[src/rtl/dice_roller_pkg.sv]
// Shared types and helpers for the dice roller: FSM states, seven-segment table,
// die side-count width and result-width function.
package dice_roller_pkg;

    localparam int SIDE_W = 7;

    typedef enum logic [1:0] {
        SHOW = 2'd0,
        SPIN = 2'd1,
        SUM  = 2'd2,
        CONV = 2'd3
    } state_e;

    // Active-high {g..a} patterns for digits 0-9.
    localparam logic [6:0] SEG7_TABLE [10] = '{
        7'h3f, 7'h06, 7'h5b, 7'h4f, 7'h66,
        7'h6d, 7'h7d, 7'h07, 7'h7f, 7'h6f
    };

    function automatic int sum_w(input int max_dice);
        return $clog2(max_dice * 100 + 1);
    endfunction

    function automatic logic [6:0] seg7(input logic [3:0] d);
        if (d < 4'd10) return SEG7_TABLE[d];
        return 7'h00;
    endfunction

endpackage

[src/rtl/dice_roller_mux_bin2bcd_seq.sv]
// Sequential shift-add-3 binary-to-BCD converter; one input bit per clock, so the
// final BCD value is presented on bcd_o in the cycle done_o is high.
module bin2bcd_seq
    import dice_roller_pkg::*;
#(
    parameter int BIN_W = 7,
    parameter int NDIG  = 3
) (
    input  logic              clk,
    input  logic              rst_n,
    input  logic              start_i,
    input  logic [BIN_W-1:0]  bin_i,
    output logic              done_o,
    output logic [4*NDIG-1:0] bcd_o
);

    localparam int CW = $clog2(BIN_W + 1);

    logic [BIN_W-1:0]  bin_q;
    logic [4*NDIG-1:0] bcd_q;
    logic [CW-1:0]     cnt_q;
    logic [4*NDIG-1:0] adj;
    logic [4*NDIG-1:0] step_bcd;

    always_comb begin
        adj = bcd_q;
        for (int d = 0; d < NDIG; d++) begin
            if (adj[4*d +: 4] >= 4'd5) adj[4*d +: 4] = adj[4*d +: 4] + 4'd3;
        end
        step_bcd = (4*NDIG)'({adj, bin_q[BIN_W-1]});
    end

    assign bcd_o  = step_bcd;
    assign done_o = (cnt_q == CW'(1));

    always_ff @(posedge clk or negedge rst_n) begin
        if (!rst_n) begin
            bin_q <= '0;
            bcd_q <= '0;
            cnt_q <= '0;
        end else if (start_i) begin
            bin_q <= bin_i;
            bcd_q <= '0;
            cnt_q <= CW'(BIN_W);
        end else if (cnt_q != '0) begin
            bin_q <= bin_q << 1;
            bcd_q <= step_bcd;
            cnt_q <= cnt_q - CW'(1);
        end
    end

endmodule

[src/rtl/dice_roller_mux.sv]
// Multi-button dice roller with scanned N-digit BCD display; hold time sets the roll.
// Build macro DICE_ROLLER_MULTI_EN adds the ndice port for several dice per roll.
//  state | meaning
//  SHOW  | idle, display scanning, waits for any die button
//  SPIN  | odometer counters step while the chosen button stays high
//  SUM   | adds one die value (cnt+1) per cycle
//  CONV  | binary-to-BCD conversion of the sum, then result update
module dice_roller_mux
    import dice_roller_pkg::*;
#(
    parameter int                     NBTN     = 7,
    parameter logic [SIDE_W*NBTN-1:0] SIDES    = {7'd100, 7'd20, 7'd12, 7'd10, 7'd8, 7'd6, 7'd4},
    parameter int                     NDIGITS  = 3,
    parameter int                     SCAN_DIV = 16,
    parameter int                     MAX_DICE = 4
) (
    input  logic                 clk,
    input  logic                 rst_n,
    input  logic [NBTN-1:0]      btn,
`ifdef DICE_ROLLER_MULTI_EN
    input  logic [2:0]           ndice,
`endif
    input  logic                 seg_pol,
    input  logic                 com_pol,
    output logic [7:0]           seg,
    output logic [NDIGITS-1:0]   com,
    output logic                 busy,
    output logic [4*NDIGITS-1:0] result_bcd,
    output logic                 result_valid
);

`ifdef DICE_ROLLER_MULTI_EN
    localparam int         MAXD  = MAX_DICE;
    localparam logic [2:0] MAXD3 = 3'(MAX_DICE);
`else
    // Single die only; MAX_DICE is accepted but has no effect in this build.
    localparam int MAXD = (MAX_DICE > 0) ? 1 : 1;
`endif
    localparam int SUM_W  = sum_w(MAXD);
    localparam int IDX_W  = (NBTN > 1) ? $clog2(NBTN) : 1;
    localparam int K_W    = (MAXD > 1) ? $clog2(MAXD) : 1;
    localparam int SCAN_W = (NDIGITS > 1) ? $clog2(NDIGITS) : 1;
    localparam int DIV_W  = $clog2(SCAN_DIV + 1);

    function automatic int max_side();
        int m = 0;
        for (int i = 0; i < NBTN; i++) begin
            if (int'(SIDES[SIDE_W*i +: SIDE_W]) > m) m = int'(SIDES[SIDE_W*i +: SIDE_W]);
        end
        return m;
    endfunction

    if (MAXD * max_side() > 10**NDIGITS - 1) begin : g_range_err
        $error("dice_roller_mux: largest possible sum does not fit in NDIGITS digits");
    end

    state_e                      state_q, state_d;
    logic [IDX_W-1:0]            idx_q, idx_d;
    logic [SIDE_W-1:0]           side_q, side_d;
    logic [2:0]                  n_q, n_d;
    logic [MAXD-1:0][SIDE_W-1:0] cnt_q, cnt_d;
    logic [K_W-1:0]              k_q, k_d;
    logic [SUM_W-1:0]            acc_q, acc_d;
    logic [4*NDIGITS-1:0]        result_q, result_d;
    logic                        valid_q, valid_d;
    logic [SCAN_W-1:0]           scan_q, scan_d;
    logic [DIV_W-1:0]            div_q, div_d;

    logic [IDX_W-1:0]            low_idx;
    logic [2:0]                  n_sel;
    logic                        carry;
    logic                        conv_start;
    logic                        conv_done;
    logic [4*NDIGITS-1:0]        conv_bcd;

    always_comb begin
        low_idx = '0;
        for (int i = NBTN - 1; i >= 0; i--) begin
            if (btn[i]) low_idx = IDX_W'(i);
        end
    end

    always_comb begin
`ifdef DICE_ROLLER_MULTI_EN
        if (ndice == 3'd0)      n_sel = 3'd1;
        else if (ndice > MAXD3) n_sel = MAXD3;
        else                    n_sel = ndice;
`else
        n_sel = 3'd1;
`endif
    end

    always_comb begin
        state_d    = state_q;
        idx_d      = idx_q;
        side_d     = side_q;
        n_d        = n_q;
        cnt_d      = cnt_q;
        k_d        = k_q;
        acc_d      = acc_q;
        result_d   = result_q;
        valid_d    = 1'b0;
        conv_start = 1'b0;
        carry      = 1'b1;
        case (state_q)
            SHOW: begin
                if (|btn) begin
                    state_d = SPIN;
                    idx_d   = low_idx;
                    side_d  = SIDES[SIDE_W*int'(low_idx) +: SIDE_W];
                    n_d     = n_sel;
                    for (int k = 0; k < MAXD; k++) cnt_d[k] = side_d - 7'd1;
                end
            end
            SPIN: begin
                if (btn[idx_q]) begin
                    // Odometer: a die advances only when every lower die wraps this cycle.
                    for (int k = 0; k < MAXD; k++) begin
                        if (carry) cnt_d[k] = (cnt_q[k] == '0) ? side_q - 7'd1 : cnt_q[k] - 7'd1;
                        carry = carry & (cnt_q[k] == '0);
                    end
                end else begin
                    state_d = SUM;
                    k_d     = '0;
                    acc_d   = '0;
                end
            end
            SUM: begin
                acc_d = acc_q + SUM_W'(cnt_q[k_q]) + SUM_W'(1);
                if (3'(k_q) == n_q - 3'd1) begin
                    state_d    = CONV;
                    conv_start = 1'b1;
                end else begin
                    k_d = k_q + K_W'(1);
                end
            end
            CONV: begin
                if (conv_done) begin
                    state_d  = SHOW;
                    result_d = conv_bcd;
                    valid_d  = 1'b1;
                end
            end
            default: state_d = SHOW;
        endcase
    end

    always_comb begin
        div_d  = div_q;
        scan_d = scan_q;
        if (state_q == SHOW) begin
            if (div_q == DIV_W'(SCAN_DIV - 1)) begin
                div_d  = '0;
                scan_d = (scan_q == SCAN_W'(NDIGITS - 1)) ? '0 : scan_q + SCAN_W'(1);
            end else begin
                div_d = div_q + DIV_W'(1);
            end
        end
    end

    always_ff @(posedge clk or negedge rst_n) begin
        if (!rst_n) begin
            state_q  <= SHOW;
            idx_q    <= '0;
            side_q   <= '0;
            n_q      <= 3'd1;
            cnt_q    <= '0;
            k_q      <= '0;
            acc_q    <= '0;
            result_q <= (4*NDIGITS)'(1);
            valid_q  <= 1'b0;
            scan_q   <= '0;
            div_q    <= '0;
        end else begin
            state_q  <= state_d;
            idx_q    <= idx_d;
            side_q   <= side_d;
            n_q      <= n_d;
            cnt_q    <= cnt_d;
            k_q      <= k_d;
            acc_q    <= acc_d;
            result_q <= result_d;
            valid_q  <= valid_d;
            scan_q   <= scan_d;
            div_q    <= div_d;
        end
    end

    bin2bcd_seq #(
        .BIN_W (SUM_W),
        .NDIG  (NDIGITS)
    ) u_bin2bcd (
        .clk     (clk),
        .rst_n   (rst_n),
        .start_i (conv_start),
        .bin_i   (acc_d),
        .done_o  (conv_done),
        .bcd_o   (conv_bcd)
    );

    logic [NDIGITS-1:0] blank;
    logic [NDIGITS-1:0] onehot;
    logic [7:0]         pattern;
    logic               higher_zero;

    // Leading-zero suppression: digit 0 is never blanked.
    always_comb begin
        blank       = '0;
        higher_zero = 1'b1;
        for (int j = NDIGITS - 1; j >= 1; j--) begin
            higher_zero = higher_zero & (result_q[4*j +: 4] == 4'd0);
            blank[j]    = higher_zero;
        end
        onehot  = '0;
        pattern = '0;
        if (state_q == SHOW && !blank[scan_q]) begin
            onehot[scan_q] = 1'b1;
            pattern        = {1'b0, seg7(result_q[4*int'(scan_q) +: 4])};
        end
    end

    assign seg          = seg_pol ? pattern : ~pattern;
    assign com          = com_pol ? onehot : ~onehot;
    assign busy         = (state_q != SHOW);
    assign result_bcd   = result_q;
    assign result_valid = valid_q;

endmodule
[config.mk]
export PLATFORM = sky130hd
export DESIGN_NAME = dice_roller_mux
export DESIGN_NICKNAME = d
export VERILOG_FILES = /design/src/rtl/dice_roller_pkg.sv /design/src/rtl/dice_roller_mux_bin2bcd_seq.sv /design/src/rtl/dice_roller_mux.sv
export SDC_FILE = /design/constraint.sdc
export NUM_CORES = 1
export LEC_CHECK = 0
export BUFFER_PORTS_ARGS = -buffer_cell sky130_fd_sc_hd__buf_2
export CAP_MARGIN = 0
export CORE_UTILIZATION = 52
export DETAILED_ROUTE_END_ITERATION = 10
export PLACE_DENSITY = 0.74
export SYNTH_ARGS = -nofsm -noshare
export SYNTH_HDL_FRONTEND = slang
export SYNTH_SLANG_ARGS = --single-unit
[constraint.sdc]
create_clock -name clk -period 2.4 [get_ports clk]
set_input_delay 0.6 -clock clk [delete_from_list [all_inputs] [get_ports clk]]
set_output_delay 0.6 -clock clk [all_outputs]
set_load 0.005 [all_outputs]
# Word level (Yosys, flattened, before mapping)
# Memory sizes are Yosys's and may differ from the RTL's.
# Cells that the tools add are included.
[totals]
ff_bits = 69
romBits = 112
input_bits = 11
out_inout_bits = 25
elab_cells = 127
n_memories = 1
[mem_list]
columns = ["memory", "words", "word_bits", "rd", "rd_clocked_by_memory_dff", "write_ports", "line_no", "text"]
rows = [
  ["(name not given)", 16, 7, 1, 0, 0, "dice_roller_pkg.sv:25", "if (d < 4'd10) return SEG7_TABLE[d];"],
]
[classes]
add_sub_neg = 12
multipliers = 1
n_lt_le_gt_ge = 9
eq_ne = 12
shift = 2
n_mux = 53
n_bitwise = 4
reduce_logical = 20
[ops]
columns = ["op", "n"]
rows = [
  ["$mux W7", 12],
  ["$shiftx A49 B7 Y7 const A", 1],
  ["$mux W3", 12],
  ["$pmux W7 S2", 2],
  ["$mux W12", 2],
  ["$sub A7 B1 Y7 const B", 3],
  ["$ge A4 B3 Y1 const B", 3],
  ["$ne A2 B2 Y1 const B", 6],
  ["$shiftx A12 B5 Y4", 1],
  ["$mux W1", 11],
  ["$mux W2", 5],
  ["$add A4 B2 Y4 const B", 2],
  ["$logic_not A4 Y1", 2],
  ["$mux W4", 2],
  ["$mux W8", 1],
  ["$not A8 Y8", 1],
  ["$pmux W2 S4", 1],
  ["$reduce_bool A2 Y1", 4],
  ["$add A7 B1 Y7 const B", 1],
  ["$add A7 B7 Y7", 1],
  ["$logic_not A7 Y1", 1],
  ["$reduce_or A7 Y1", 1],
  ["$eq A2 B2 Y1 const B", 3],
  ["$mul A3 B3 Y6 const A", 1],
  ["other kinds (30)", 34],
]

# Longest topological paths before layout
[depth]
depth_word = 12
ltp_mapped = 10
depth_no_buf = 10

# Cells and area by module
# From an unflattened synthesis, not the netlist that was laid out.
[hier_totals]
hier_cells = 454
hier_area_um2 = 4296.6
[by_module_without_submodules]
columns = ["module", "n_inst", "cells_per_inst", "area_per_inst_um2", "seq_area_each_um2"]
rows = [
  ["dice_roller_mux", 1, 293, 2854.0, 1127.3],
  ["bin2bcd_seq", 1, 161, 1442.6, 550.5],
]

# Least setup slack after synthesis
# OpenSTA, ideal clock, no wires.
[synth_path]
path_type = "reg2out"
startpoint = "reg scan_q[0]"
endpoint = "out seg[0]"
arrival_time_ps = 1845
t_required_ps = 1800
slack_ps = -45
path_stages_with_launch = 9
n_path_buf = 1
cell_sequence = "dfrtp_1 > nor2b_1 > clkbuf_1 > a21oi_1 > inv_1 > ha_1 > mux2_2 > a21oi_1 > xnor2_1"
[synth_between]
elab_chain_cells = 10
word_cells_on_any_way = 17
cone_classes = "order compare: 1; shift: 1; mux: 10; bitwise: 2; reduce/logical: 2; memory: 1"
[synth_lines]
columns = ["item", "line_no", "text"]
rows = [
  ["start: declaration", "dice_roller_mux.sv:66", "logic [SCAN_W-1:0] scan_q, scan_d;"],
  ["start signal: assignment", "dice_roller_mux.sv:184", "scan_q <= scan_d;"],
  ["$shiftx A12 B5 Y4", "dice_roller_mux.sv:218", "pattern = {1'b0, seg7(result_q[4*int'(scan_q) +: 4])};"],
  ["$not A4 Y5 (not written as such)", "dice_roller_pkg.sv:25", ""],
  ["$mem_v2 Z16 W7", "n/a", ""],
  ["$mux W7 (not written as such) (2 in a row)", "dice_roller_pkg.sv:25", ""],
  ["$mux W7", "dice_roller_pkg.sv:25", ""],
  ["$mux W7", "dice_roller_pkg.sv:26", "return 7'h00;"],
  ["$mux W7 (*)", "dice_roller_mux.sv:216", "if (state_q == SHOW && !blank[scan_q]) begin"],
  ["$not A8 Y8", "dice_roller_mux.sv:222", "assign seg = seg_pol ? pattern : ~pattern;"],
  ["$mux W8 (*)", "dice_roller_mux.sv:222", ""],
  ["end: declaration", "dice_roller_mux.sv:25", "output logic [7:0] seg,"],
]
# Every way passes the cells marked *; elsewhere a longest branch is shown, timed or not. The select of a mux whose other input is x is not followed.

# Final worst setup path
[layout_path]
startpoint = "reg scan_q[1]"
endpoint = "out seg[0]"
# Same word-level chain as after synthesis.

==> flow_metrics.py <==
metrics = {
    "timing": {
        "period_share_pct": 120.5,
        "drv_slew": 0,
        "rsz0062_at_grt": "yes",
        "fin_worst_skew_ps": 9.871,
        "fin_setup_tns_ps": -3223,
        "slew_headroom_pct": 55.60,
        "min_period_ps": 2892,
        "worst_pin_slew_ps": 661.6,
        "finalHoldViolCount": 0,
        "layout_setup_ws_ps": -492.3,
        "setup_viol": 9,
        "fmax_ghz": 0.3458,
    },
    "clock_tree": {
        "clkSlewWorstSetupHoldPaths_ps": 80,
        "cts-root-buf": "clkbuf_8",
        "cts_hold_buf": 0,
        "cts_tree": "yes",
        "clk_path_buf_depth": 2,
        "htreeDepth": 3,
        "insertion_delay_ps": 350,
        "cts_made_buffers": 9,
        "cts_sinks": 67,
    },
    "floorplanning": {
        "core.rowCount": 32,
        "io_pins": 36,
        "fp.dieW_um": 91.33,
        "dieHeight_um": 91.33,
        "die_area_sq_um": 8340,
        "core-area_sq_um": 7727,
        "initial_utilization_pct": 53.69,
    },
    "power": {
        "power_mw": 6.942,
        "ir_drop_uv": 460.0,
        "powerDensity_nw_per_um2": 1343,
        "p_leak_nw": 2.402,
    },
    "route": {
        "drcViolationCount": 0,
        "routed_wl_um": 10480,
        "first_pass_iters": 5,
        "vias_per_cell": 5.664,
        "wl_per_cell_um": 15.85,
        "vias": 3744,
        "ant_nets": 0,
        "drt_iter0_markers": 202,
    },
    "layout": {
        "n_fill_cell": 600,
        "stdcell_area_sq_um": 5167,
        "fin_nets": 592,
        "diodes": 0,
        "final_layout_size_suffix_gt1_share_pct": 25.94,
        "area_growth_syn_to_layout_pct": 24.55,
    },
    "synth": {
        "yosys-top-cells-area": "dfrtp_1, nand2_1, ha_1",
        "yosys.cell_types.count": 52,
        "ys.flop_type": "dfrtp_1",
        "syn_nets": 518,
        "synth_edf_count": 0,
        "async_reset_ff_share_pct": 100.0,
        "syn_area_sq_um": 4149,
        "synth_seq_area_share_pct": 40.44,
        "synth_top_area_cell": "dfrtp_1",
        "yosysMostFrequentCell": "nand2_1",
        "netlist_instances": 480,
        "ys_top_cells_by_count": "nand2_1, dfrtp_1, o21ai_0",
        "netlist.area_leader.share_pct": 39.81,
        "post_synth.cell_area_avg_sq_um": 8.644,
        "synth_seq_cells": 67,
        "yosys_warnings": 0,
    },
    "worst_hold_path": {
        "worst_hold_path_type": "in2async",
    },
    "outcome": {
        "violations": "negative setup slack",
        "status": "complete, but fails checks",
    },
    "placement": {
        "io_buffers": 35,
        "dpl-instance-area_sq_um": 4688,
        "hpwl_um": 6859,
        "gp_congestion": 0.9342,
        "dp_slack_ps": -102.9,
    },
    "run": {
        "cap_violations": 0,
    },
    "grt": {
        "overflow": 0,
        "grtUsageTotal_pct": 25.67,
        "grt_max_degree": 68,
        "grt_pass1_wl_um": 17060,
        "first_global_vias": 3656,
        "antenna_found_initial": 0,
    },
    "critical_path": {
        "crit_arrival_ps": 2290,
        "endpoint": "seg[0]",
        "rr_endpoint": "acc_q[6]$_DFF_PN0_",
        "cp-startpoint": "scan_q[1]$_DFFE_PN0P_",
        "reg2reg_depth": 11,
        "critPathMaxFanout": 6,
        "rr_startpoint": "cnt_q[0]$_DFFE_PN0P_",
        "critPathLaunchType": "flop",
        "critPathKind": "reg2out",
        "cp-end-kind": "primary output",
        "required_ps": 1800,
        "rrSetupSlack_ps": 180,
    },
}
==> registers in the layout (all words and copies together), names as in the netlist <==
name and flops:
result_bcd 12, state_q 2, result_valid 1, scan_q 2, k_q 1, u_bin2bcd.cnt_q 3
idx_q 3, div_q 5, side_q 5, cnt_q 7, acc_q 7, u_bin2bcd.bin_q 7
u_bin2bcd.bcd_q 12
==> cell usage in the layout, fill, tap and decap left out, types with 4 or more instances in the layout <==
cell        n
mux2_2      6
buf_2      35
nor2b_1     6
xor2_1      5
nor3_1      9
o2bb2ai_1   4
nor3b_1    10
clkbuf_8    9
o21ai_1     7
o21ai_0    35
a21oi_2     6
a21oi_1    31
ha_1       21
a31oi_1     8
ha_4        5
nor2_1     26
o31ai_1     4
buf_4      42
xnor2_1    16
mux2i_1     9
nand2b_1   10
nand3_1     7
dfrtp_1    65
nand2_1    84
inv_1      27
==> power by group <==
part / leakage (nW) / switching, mW / internal (mW)
combinational: 1.44 / 2.20 / 1.82
sequential: 0.862 / 0.415 / 1.58
clock: 0.0950 / 0.466 / 0.476
==> layout make-up <==
type	count	area [sq um]	share of cell area [%]
tap	102	127.6	2.470
inverter	30	112.6	2.179
clock buffer	9	123.9	2.397
sequential	67	1679	32.49
multi-input combinational	365	2511	48.60
clock inverter	7	68.82	1.332
timing repair buffer	81	544.3	10.53
==> layer usage <==
metal | GRT usage (%) | wire (um) | vias to the layer above | share of wire (%)
met1 | 32.59 | 4552 | 1816 | 43
met4 | 9.127 | 361 | 0 | 3.4
li1 | - | - | 1811 | -
met5 | 0 | 0 | - | 0
met2 | 43.56 | 5167 | 90 | 49
met3 | 5.109 | 394 | 27 | 3.8
==> worst min path at each step <==
stage / end / depth (start not counted)
final: cnt_q[2]$_DFFE_PN0P_ / 2
after global routing: cnt_q[1]$_DFFE_PN0P_ / 2
after CTS: cnt_q[1]$_DFFE_PN0P_ / 2
after detailed placement: result_bcd[0]$_DFFE_PN1P_ / 2
after global placement: side_q[3]$_DFFE_PN0P_ / 2
after floorplan: acc_q[0]$_DFF_PN0_ / 0
==> timing repair <==
action / 4_1_cts / 5_1_grt
resized for setup: 23 / 28
gates cloned: 0 / 0
buffers inserted: 6 / 2
pin swaps: 14 / 13
setup endpoints to repair: 9 / 15
==> logic make-up (layout without fill, tap and decap cells) <==
group / Yosys count / after routing / share of synthesized area [%]
xor+xnor: 22 / 22 / 4.644
compound gates: 121 / 121 / 17.28
buf+inv: 48 / 127 / 4.372
fa+ha+maj: 27 / 27 / 8.323
simple gates: 178 / 178 / 20.33
flops: 67 / 67 / 40.44
mux: 17 / 17 / 4.614
==> through the flow <==
stage / util (%) / hold WS, ps / instances
5_1_grt: 66.87 / 281.6 / 661
3_5_place_dp: 60.67 / 469.0 / 637
4_1_cts: 65.04 / 272.3 / 659
2_1_floorplan: - / 304.4 / 480
6_report: 66.87 / 252.0 / 661
3_3_place_gp: 60.67 / 449.8 / 637
==> worst max-delay path: stages, from the launching register on <==
cell and delay (ps):
dfrtp_2 460, buf_4 160, nor2b_4 170, a21oi_2 130
buf_4 160, ha_4 140, mux2_4 280, a21oi_4 170
xnor2_2 120, buf_2 140
Power figures use the tool's default switching activity.
